==> src/rtl/key_event_queue.sv <==
// Key event serializer: pending vector, priority scheduler and FWFT event FIFO.
// Optional typematic auto-repeat is compiled in with `define KEY_REPEAT_EN.
module key_event_queue #(
    parameter int DEPTH      = 8,
    parameter int AW         = 3,
    parameter int REPEAT_DLY = 6000000,
    parameter int REPEAT_PER = 1200000
) (
    input  logic          clk,
    input  logic          rst_n,
    input  logic [15:0]   key_out,
    input  logic [15:0]   key_pulse,
    output logic          evt_valid,
    output logic [3:0]    evt_code,
    output logic          evt_rel,
    input  logic          evt_ready,
    output logic [AW:0]   level,
    output logic          ovf,
    input  logic          ovf_clr
);

    logic [15:0] kd;
    logic [31:0] pend;
    logic [31:0] set_v;
    logic [31:0] clr_v;
    logic [15:0] rpt_set;
    logic [4:0]  sel;
    logic        have;
    logic [AW:0] wptr;
    logic [AW:0] rptr;
    logic [AW:0] cnt;
    logic        full;
    logic        pop;
    logic        push;
    logic        drop;
    logic [4:0]  mem [DEPTH];
    logic [4:0]  head;

    // Lowest set bit wins: presses before releases, low keys first.
    always_comb begin
        sel = '0;
        for (int i = 31; i >= 0; i--) begin
            if (pend[i]) sel = 5'(i);
        end
    end

    assign have  = |pend;
    assign cnt   = wptr - rptr;
    assign level = cnt;
    assign full  = (cnt == (AW+1)'(DEPTH));

    assign evt_valid = (cnt != '0);
    assign pop       = evt_valid & evt_ready;
    assign push      = have & (~full | pop);

    assign clr_v = push ? (32'd1 << sel) : 32'd0;
    assign set_v = {kd & ~key_out, key_pulse | rpt_set};

    // A set on a bit that is waiting but not leaving this cycle is lost.
    assign drop = |(set_v & pend & ~clr_v);

    assign head     = mem[rptr[AW-1:0]];
    assign evt_code = evt_valid ? head[3:0] : 4'd0;
    assign evt_rel  = evt_valid & head[4];

    always_ff @(posedge clk or negedge rst_n) begin
        if (!rst_n) begin
            kd   <= '0;
            pend <= '0;
            wptr <= '0;
            rptr <= '0;
            ovf  <= 1'b0;
            for (int i = 0; i < DEPTH; i++) mem[i] <= '0;
        end else begin
            kd   <= key_out;
            pend <= (pend & ~clr_v) | set_v;
            if (push) begin
                mem[wptr[AW-1:0]] <= sel;
                wptr <= wptr + 1'b1;
            end
            if (pop) rptr <= rptr + 1'b1;
            if (drop) begin
                ovf <= 1'b1;
            end else if (ovf_clr) begin
                ovf <= 1'b0;
            end
        end
    end

`ifdef KEY_REPEAT_EN
    logic        rpt_act;
    logic [3:0]  rpt_code;
    logic [3:0]  new_code;
    logic [31:0] rpt_cnt;
    logic        rpt_fire;

    always_comb begin
        new_code = '0;
        for (int i = 15; i >= 0; i--) begin
            if (key_pulse[i]) new_code = 4'(i);
        end
    end

    assign rpt_fire = rpt_act & (rpt_cnt == 32'd1) & key_out[rpt_code];
    assign rpt_set  = rpt_fire ? (16'd1 << rpt_code) : 16'd0;

    // A fresh press always retargets; otherwise count down while held.
    always_ff @(posedge clk or negedge rst_n) begin
        if (!rst_n) begin
            rpt_act  <= 1'b0;
            rpt_code <= '0;
            rpt_cnt  <= '0;
        end else if (|key_pulse) begin
            rpt_act  <= 1'b1;
            rpt_code <= new_code;
            rpt_cnt  <= 32'(REPEAT_DLY);
        end else if (rpt_act) begin
            if (!key_out[rpt_code]) begin
                rpt_act <= 1'b0;
            end else if (rpt_cnt == 32'd1) begin
                rpt_cnt <= 32'(REPEAT_PER);
            end else begin
                rpt_cnt <= rpt_cnt - 32'd1;
            end
        end
    end
`else
    logic [63:0] unused_rpt;

    assign rpt_set    = '0;
    assign unused_rpt = {32'(REPEAT_DLY), 32'(REPEAT_PER)};
`endif

endmodule

==> config.mk <==
export PLATFORM = sky130hd
export DESIGN_NAME = key_event_queue
export DESIGN_NICKNAME = d
export VERILOG_FILES = /design/src/rtl/key_event_queue.sv
export SDC_FILE = /design/constraint.sdc
export NUM_CORES = 1
export LEC_CHECK = 0
export ABC_AREA = 1
export BUFFER_PORTS_ARGS = -buffer_cell sky130_fd_sc_hd__buf_2
export CAP_MARGIN = 20
export CORE_MARGIN = 4
export CORE_UTILIZATION = 37
export DETAILED_ROUTE_END_ITERATION = 6
export GPL_TIMING_DRIVEN = 0
export SLEW_MARGIN = 20
export SYNTH_ARGS = -nofsm -noshare
export SYNTH_HDL_FRONTEND = slang
export SYNTH_SLANG_ARGS = --single-unit
==> constraint.sdc <==
create_clock -name clk -period 7.1 [get_ports clk]
set_clock_uncertainty 0.2 [all_clocks]
set_input_delay 0.71 -clock clk [delete_from_list [all_inputs] [get_ports clk]]
set_output_delay 0.71 -clock clk [all_outputs]
set_load 0.05 [all_outputs]
==> run summary, run 1 <==
The first global-routing pass estimated 21960 um of wire. The via count of the first global-routing pass was 4417. For this block, the initial DRC count from the detailed router was 358.

For this run, the top clock speed supported by timing is 0.2397 GHz. In this run the worst setup path begins at rptr[1]. In this run the power density over the cells is 367.8 nW/um^2. Number of slew-limit violations in the final report: 0. The initialized floorplan defines 42 standard-cell rows.

STA classifies the critical path endpoint as a flop. The time the worst path needs with I/O delays and setup works out to 4.173 ns. At the worst endpoint, the arrival time is 4.19 ns. Setup repair after global routing left no endpoint under its margin. The path class of the tightest hold or removal check is input pin to async pin. The core region is 13300 sq um. In this run the horizontal extent of the chip is 125.0 um.

The logs give 894 for the final cell count without fillers and 0 for the yosys synthesis warning count. In the finished design, the share of the clock period the worst path needs comes to 58.77%. The total DRC errors in the routed layout was 0; the port buffer count was 46. The total global routing track utilization was 17.39%. STA classifies the critical path startpoint as a flop. In this run, placement finished with an instance count of 879. The capture instance of the worst register-to-register path is ovf. The layout-stage area growth over the synthesis result is 15.43%. Number of nets produced by synthesis: 698. The final layout contains 756 nets. The vias per cell is 4.943, and the post-DP HPWL is 9921 um.

The sequential element share of the synthesized area came out at 47.96%. TritonCTS built the clock tree. The first TritonRoute pass finished after 7 iterations. The logs give 5842 sq um for the post-route standard cell area excluding fillers and 0 for the max capacitance violation total.

In this run the post-CTS setup repair buffer count came out at 0. In this run, post-CTS hold repair placed 0 buffers. The required time at the worst-slack endpoint is 7.12 ns. The average instance in the mapped netlist occupies 7.715 sq um.

The tools report the initial antenna violation count as 0. After clock tree synthesis, the clock-pin slew on the worst setup and hold paths is 0.07 ns. The tools report the maximum vdd ir drop as 0.0001430 V.

The layout cell share with drive strength beyond 1 was 10.72%; the count of inserted antenna diode cells was 0. The worst register-to-register path has a depth of 17. In this run, CTS created clock tree buffers numbering 9. After technology mapping, the gate count stands at 656. Summing all placed instances gives a cell area of 5545 sq um. The number of nets with antenna violations after detailed routing was 0. The maximum buffer depth of the clock tree came out at 2. The run gives 5061 sq um as the post-synthesis cell area. The logs give 3 for the H-tree level count and 0 for the setup violation total in the final timing report.

Dividing the detail-routed wire length by the instance count gives 14.69 um. From bottom edge to top edge, the die measures 125.0 um. Following the worst setup path forward leads to its endpoint at ovf.

The total clock sinks is 97, and the count of cell types in the netlist is 38. The tools report the cell at the root of the clock tree as clkbuf_16. The die covers 15610 sq um. In the final timing run, aggregate negative setup slack is 0 ns. Reported leakage power: 0.002862 uW. The tools report the startpoint of the worst register-to-register path as rptr[1].

The critical path is of the flop to flop type. For the pin with the worst max-slew slack, the measured transition is 0.6033 ns. In this run the count of I/O pins placed on the die edge is 47. The logs give 0.8946 for the last weighted congestion value of the routability-driven placer and 0.35 ns for the insertion delay of the later-clocked pin in the worst-skew pair. Count of instances resized after the clock tree is built: 0. The tools report the starting utilization of the core area as 38.07%.

Along the worst path, the maximum fanout reaches 10. Entering global routing, the biggest net connects 62 pins. The setup check on the worst reg-to-reg path leaves a slack of 2.93 ns. The tightest slew margin relative to the limit is 59.63%, and the detailed-route wire length is 13130 um.

For this run the aggregate overflow at the end of global routing stands at 0. Post-synthesis register bit count: 97. The run finished with clean final reports. The tools report the number of endpoints with negative hold slack in the final report as 0. Total via count in the routed design: 4419.
[cell usage in the layout (no fill, tap or decap), drive strengths merged]
cell type	n
nand2	180
nor4	4
xor2	4
clkbuf	22
nand3	33
a31oi	1
dfrtp	97
o21bai	5
o311ai	1
a21oi	19
o21ai	62
a311oi	1
nor2	71
ha	5
inv	92
clkinvlp	2
nand3b	1
a21o	12
nor3	12
o211ai	1
a211oi	4
a22oi	4
fa	1
xnor2	4
buf	50
or2	1
clkinv	8
bufinv	1
nand4	16
a32o	4
[report_power, final]
part	internal, uW	switching, uW	leakage, uW
sequential	625	63.9	0.00112
combinational	261	708	0.00161
clock	281	210	0.000138
[kinds of logic (layout without fill, tap and decap cells)]
logic type | after synthesis | after routing | synth area share [%]
adder cells (fa/ha/maj) | 6 | 6 | 1.632
flip-flops | 97 | 97 | 47.96
AND/OR/NAND/NOR | 318 | 318 | 27.27
AO/OA/AOI/OAI | 114 | 114 | 13.13
XOR/XNOR | 8 | 8 | 1.384
buffers and inverters | 113 | 175 | 8.628
[cells in the mapped netlist (all sizes together)]
library cell  number  share of area, %
nand2            180                14
dfrtp             97                48
inv               92               6.8
nor2              71               5.5
o21ai             62               6.1
nand3             33               3.3
a21oi             19               1.9
nand4             16               2.2
a21o              12               1.8
nor3              12               1.6
clkbuf            11              0.82
clkinv             7              0.52
ha                 5               1.2
o21bai             5              0.74
a211oi             4              0.59
a22oi              4              0.59
a32o               4              0.79
nor4               4              0.49
xnor2              4              0.69
xor2               4              0.69
buf                3              0.47
a311oi             1              0.17
a31oi              1              0.12
fa                 1              0.40
nand3b             1              0.15
o211ai             1              0.15
o311ai             1              0.17
or2                1              0.12
[metrics by stage]
stage	power (uW)	hold slack (ns)	setup WS (ns)	util, %
6_report	2148	0.04471	2.927	43.94
5_1_grt	2290	0.05883	2.568	43.94
4_1_cts	2164	0.05209	2.947	43.94
3_5_place_dp	1665	0.2634	3.022	41.71
3_3_place_gp	1643	0.2600	3.070	41.45
2_1_floorplan	1410	0.2144	2.499	-
[worst min path at each step]
stage / to / start / depth (start not counted) / slack (ns)
after floorplan: kd[0] / rst_n / 0 / 0.21
after global placement: pend[23] / kd[7] / 2 / 0.26
after detailed placement: pend[23] / kd[7] / 2 / 0.26
after CTS: rptr[1] / rst_n / 1 / 0.05
after global routing: rptr[1] / rst_n / 1 / 0.06
final: rptr[1] / rst_n / 1 / 0.04
[registers in the layout, summed over array words and instances (netlist names)]
register,count
pend,32
kd,16
wptr,4
mem,40
rptr,4
ovf,1
[metal layers]
metal,vias to the layer above,routed length [um],share of wire [%],track usage (%)
met1,2079,5799,44,22.00
li1,2221,-,-,-
met3,17,607,4.6,4.648
met5,-,0,0,0
met4,0,224,1.7,5.804
met2,102,6500,50,29.07
[area by class of cell]
| cell class | instances | area (sq um) |
|---|---|---|
| clock inverter | 4 | 53.80 |
| buffer | 14 | 65.06 |
| tap | 176 | 220.2 |
| clock buffer | 11 | 242.7 |
| fill | 1341 | 7453 |
| sequential | 97 | 2427 |
| inverter | 99 | 371.6 |
| timing repair buffer | 47 | 264.0 |
| multi-input combinational | 446 | 2197 |
[critical path: stages, from the launching register on]
cell      delay, ns
dfrtp_1        0.59
clkinv_1       0.31
clkbuf_1       0.34
ha_1           0.37
nand2_1        0.05
o21ai_0        0.22
xor2_1         0.15
nand2_1        0.15
nand2_1        0.08
nor2_1         0.29
clkbuf_1       0.42
nand4_1        0.23
nand3_1        0.20
nand2_1        0.08
nor2_1         0.09
nand2_1        0.09
nor2_1         0.09
nand3_1        0.10
(Power assumes the default switching activity.)
==> inputs of run 2 (changes only) <==
- ABC_AREA: 1 -> 0
- clock period: 7.1 -> 3.7 ns (I/O delays scaled with it)
==> run 2 against run 1 <==
  * Non-clock buffer count rose by 28
  * Area after synthesis fell by 2.1%
  * Cell count fell by 17%
  * Clock power rose by 110%
  * Design area rose by 7.8%
  * Critical endpoint unchanged
  * Highest routed layer unchanged
==> run summary, run 2 <==
The instance area after placement was 5443 sq um (-1.9%). The cell count after synthesis is 471 (-28%), and the area used by sequential logic in the layout is 2432 sq um (+0.21%). The biggest area consumer among synthesized cells is dfrtp_1.

The design internal power was 2487 uW (+110%). The max capacitance violation total was 0 (unchanged); the reported leakage power was 0.002638 uW (-7.9%). The logs give 4090 uW (+90%) for the total power after layout and 9560 um (-3.6%) for the post-DP HPWL. The critical path is of the flop to flop type. The time the worst path needs with I/O delays and setup was 3.656 ns (-0.5165 ns). The total number of nets in the final design is 601 (-21%).

The number of slew-limit violations in the final report was 0 (unchanged); the sequential element share of the synthesized area was 48.97% (+1.0 points). The tools report the power share of the clock group as 25.7% (+2.8 points). The tools report the count of inserted antenna diode cells as 0 (unchanged). The insertion delay of the later-clocked pin in the worst-skew pair was 0.35 ns (about the same).

The library cell used most frequently in the layout, excluding fill and tap cells, is dfrtp_1. Sort of element at the start of the critical path: a flop. The most numerous cell type found on the critical path is or4_4. The sequential group share of total power is 31.8% (-0.2 points), and the vias per cell is 5.503 (+11%). Last weighted congestion value of the routability-driven placer: 0.8873 (-0.82%). The total CTS buffers came out at 9 (unchanged). Post-route clock period utilization: 98.82% (+40 points). The run gives 1209 (-9.8%) as the number of inserted filler cells in the final layout. The delay contributed by the slowest stage of the critical path came out at 0.55 ns (-0.04 ns).

For the via count of the first global-routing pass, the log shows 3906 (-12%). For the multi-input gate area in the final layout, the log shows 2549 sq um (+16%). The slew at the pin closest to its max-slew limit came out at 0.9133 ns (+0.3100 ns).

The run gives 3.73 ns (-3.39 ns) as the required time at the worst-slack endpoint. Initial antenna violation count: 0 (unchanged). Compared with the post-synthesis result, the final layout area differs by 27.08%. The count of cell types in the netlist is 64 (+68%), and the slack of the worst reg-to-reg path is 0.04 ns (-2.88 ns). The switching part of the total power was 39.20% (-6.5 points). The number of rows created at floorplan is 42 (unchanged), and the wire length per cell is 17.94 um (+22%). Detailed-route wire length: 13280 um (+1.1%). The logic gate share of total power was 42.5% (-2.6 points).

Setup repair after global routing could not meet its margin everywhere. For the total DRC errors in the routed layout, the log shows 0 (unchanged). Share of the synthesized area in the top cell type: 48.97% (+1.0 points). The cell family contributing the most delay on the critical path is simple AND/OR/NAND/NOR gates. Timing-limited maximum frequency: 0.2735 GHz (+14%). In the post-synthesis netlist, the cell with the most instances is dfrtp_1.

The clock-pin slew of the registers on the worst-case setup and hold paths is 0.07 ns (about the same). The post-synthesis cell area was 4957 sq um (-2.1%). The logs give 0 (unchanged) for the overflow left after global routing and 0 (unchanged) for the number of endpoints with negative hold slack in the final report. The first-pass GRT wire length is 20760 um (-5.5%). Traced cell by cell, the critical path runs through ha_4 -> fa_2 -> xor2_2 -> nand3_4 -> nor4_4 -> or4_4 -> nor2b_4 -> nor4_2 -> nand4b_1 -> or4_4 -> or3_4. Tightest slew margin relative to the limit: 38.65% (-21 points). Cell at the root of the clock tree: clkbuf_16. The run gives 97 (unchanged) as the total clock sinks.

In the final layout, the registers with the most flip-flops are mem x40, pend x32, kd x16. The power density over the cells was 649.3 nW/um^2 (+77%). The run gives 15310 sq um (-1.9%) as the die footprint.

Counting flops per register, the top entry is mem. The arrival time of data at the critical path endpoint is 3.69 ns (-0.50 ns). Among all flip-flop cells after synthesis, the most frequent one is dfrtp_1. The run gives 2 (unchanged) as the maximum buffer depth of the clock tree. The run finished with clean final reports.

The largest driver fanout on the critical path works out to 7 (-3). For the pin count of the biggest net entering global routing, the log shows 61 (-1.6%). The number of flops mapped to enable cells by yosys is 0 (unchanged).

By area the synthesized netlist is led by dfrtp_1, mux2_2, mux4_2. The number of primary I/O pins is 47 (unchanged), and the flip-flop count of the largest register, all copies and words added is 40 (unchanged). The post-synthesis register bit count works out to 97 (unchanged). TritonCTS built the clock tree. The setup violation total in the final timing report came out at 0 (unchanged). The endpoint class of the critical path is a flop. For this design, the slowest cell found on the critical path is or4_4.

The post-route standard cell area excluding fillers is 6300 sq um (+7.8%), and the post-synthesis average cell area is 10.52 sq um (+36%). The run gives 0 (unchanged) as the number of nets with antenna violations after detailed routing. The run gives 235 (-34%) as the initial DRC count. The total core area is 13190 sq um (-0.79%), and the width of the chip is 123.8 um (-0.96%). The share of flip-flops with an asynchronous set or reset after synthesis came out at 100.0% (unchanged). The port buffer count is 46 (unchanged), and the switching power is 1603 uW (+63%). Total via count in the routed design: 4072 (-7.9%).

The run gives 0 (unchanged) as the yosys synthesis warning count. The logs give 0 ns (unchanged) for the summed negative setup slack over all endpoints and 37.58% (-0.48 points) for the starting utilization of the core area. The total buffers and inverters traversed by the critical path came out at 0 (-3). The maximum vdd ir drop was 0.0003520 V (+150%).

The H-tree level count came out at 3 (unchanged). The first-pass detailed-route iteration total was 5 (-2); the die outline height was 123.8 um (-0.96%). Layout cell share with drive strength beyond 1: 30.67% (+20 points). The number of nets produced by synthesis was 513 (-27%).

For the total global routing track utilization, the log shows 17.92% (+0.53 points). In the synthesized netlist, the cells that appear most often are dfrtp_1, nand2_1, o21ai_0. In the layout the commonest cells are dfrtp_1, nand2_1, buf_2, o21ai_0, mux2_2. The path class of the tightest hold or removal check is input pin to flop.
==> run 2: changes by cell type after synthesis, moves of 7 or more <==
cell and change:
nand3_1 -23, o21ai_0 -20, nor2_1 -42, nand4_1 -10
nand2_1 -126, mux2_2 +32, mux4_2 +10, clkinv_1 -7
inv_1 -59
==> run 2: worst paths after layout <==
| check | start | endpoint | cells after the start |
|---|---|---|---|
| worst max-delay path | rptr[0] | ovf | 11 |
| worst min-delay path | key_pulse[4] | pend[4] | 2 |
| worst min register to register | mem[6] | mem[6] | 2 |
| max in group asynchronous | rst_n | rptr[1] | 3 |
| worst max register to register | rptr[0] | ovf | 11 |
| min in group asynchronous | rst_n | pend[15] | 2 |
==> run 2: power groups by stage <==
stage | clock network (uW) | registers, uW | logic, uW
after floorplan | 0 | 1280 | 1110
after global placement | 0 | 1300 | 1460
after detailed placement | 0 | 1300 | 1490
after CTS | 1070 | 1300 | 1570
after global routing | 1120 | 1320 | 1880
final | 1050 | 1300 | 1740
==> run 2: cell families (layout without fill, tap and decap cells) <==
kind of cell             after synthesis  in the layout  synth area share [%]
AO/OA/AOI/OAI                        112            112                 14.92
adder cells (fa/ha/maj)                6              6                 1.666
buffers and inverters                 43            136                 3.584
AND/OR/NAND/NOR                      163            163                 17.64
XOR/XNOR                               8              8                 1.413
flip-flops                            97             97                 48.97
multiplexers                          42             42                 11.81
==> run 2: stage by stage <==
stage	hold WS (ns)	util [%]	setup slack, ns	std cells
floorplan	-0.1256	-	-0.01914	471
global placement	0.2679	41.01	-0.5749	693
detailed placement	0.09746	41.26	-0.5702	694
CTS	0.003564	46.17	-0.08598	730
global route	0.002107	47.76	-0.06261	740
finish	0.01055	47.76	0.04377	740
==> run 2: worst register-to-register path: cells and delay by family (launching register included) <==
family	cells	cell delay (ns)
simple gates	8	2.09
fa+ha+maj	2	0.59
flops	1	0.49
xor+xnor	1	0.17
==> run 2: metal layers <==
| metal | global-route usage (%) | routed length (um) |
|---|---|---|
| met1 | 25.87 | 6050 |
| met5 | 0 | 0 |
| met2 | 27.17 | 6224 |
| met4 | 6.851 | 243 |
| met3 | 2.770 | 761 |
==> run 2: layout make-up <==
type | count | share of cell area, %
clock buffers | 11 | 4.012
clock inverters | 5 | 1.370
repair buffers | 80 | 8.957
well taps | 176 | 3.496
multi-input cells | 331 | 40.46
inverters | 31 | 1.966
flip-flops and latches | 97 | 38.61
plain buffers | 9 | 1.132
==> run 2: what timing repair did <==
action,in CTS,in global routing
resized for setup,28,29
endpoints found under the hold margin,57,0
gates cloned,0,0
hold buffers,21,0
pin swaps,3,13
buffers inserted,0,12
setup endpoints to repair,43,6
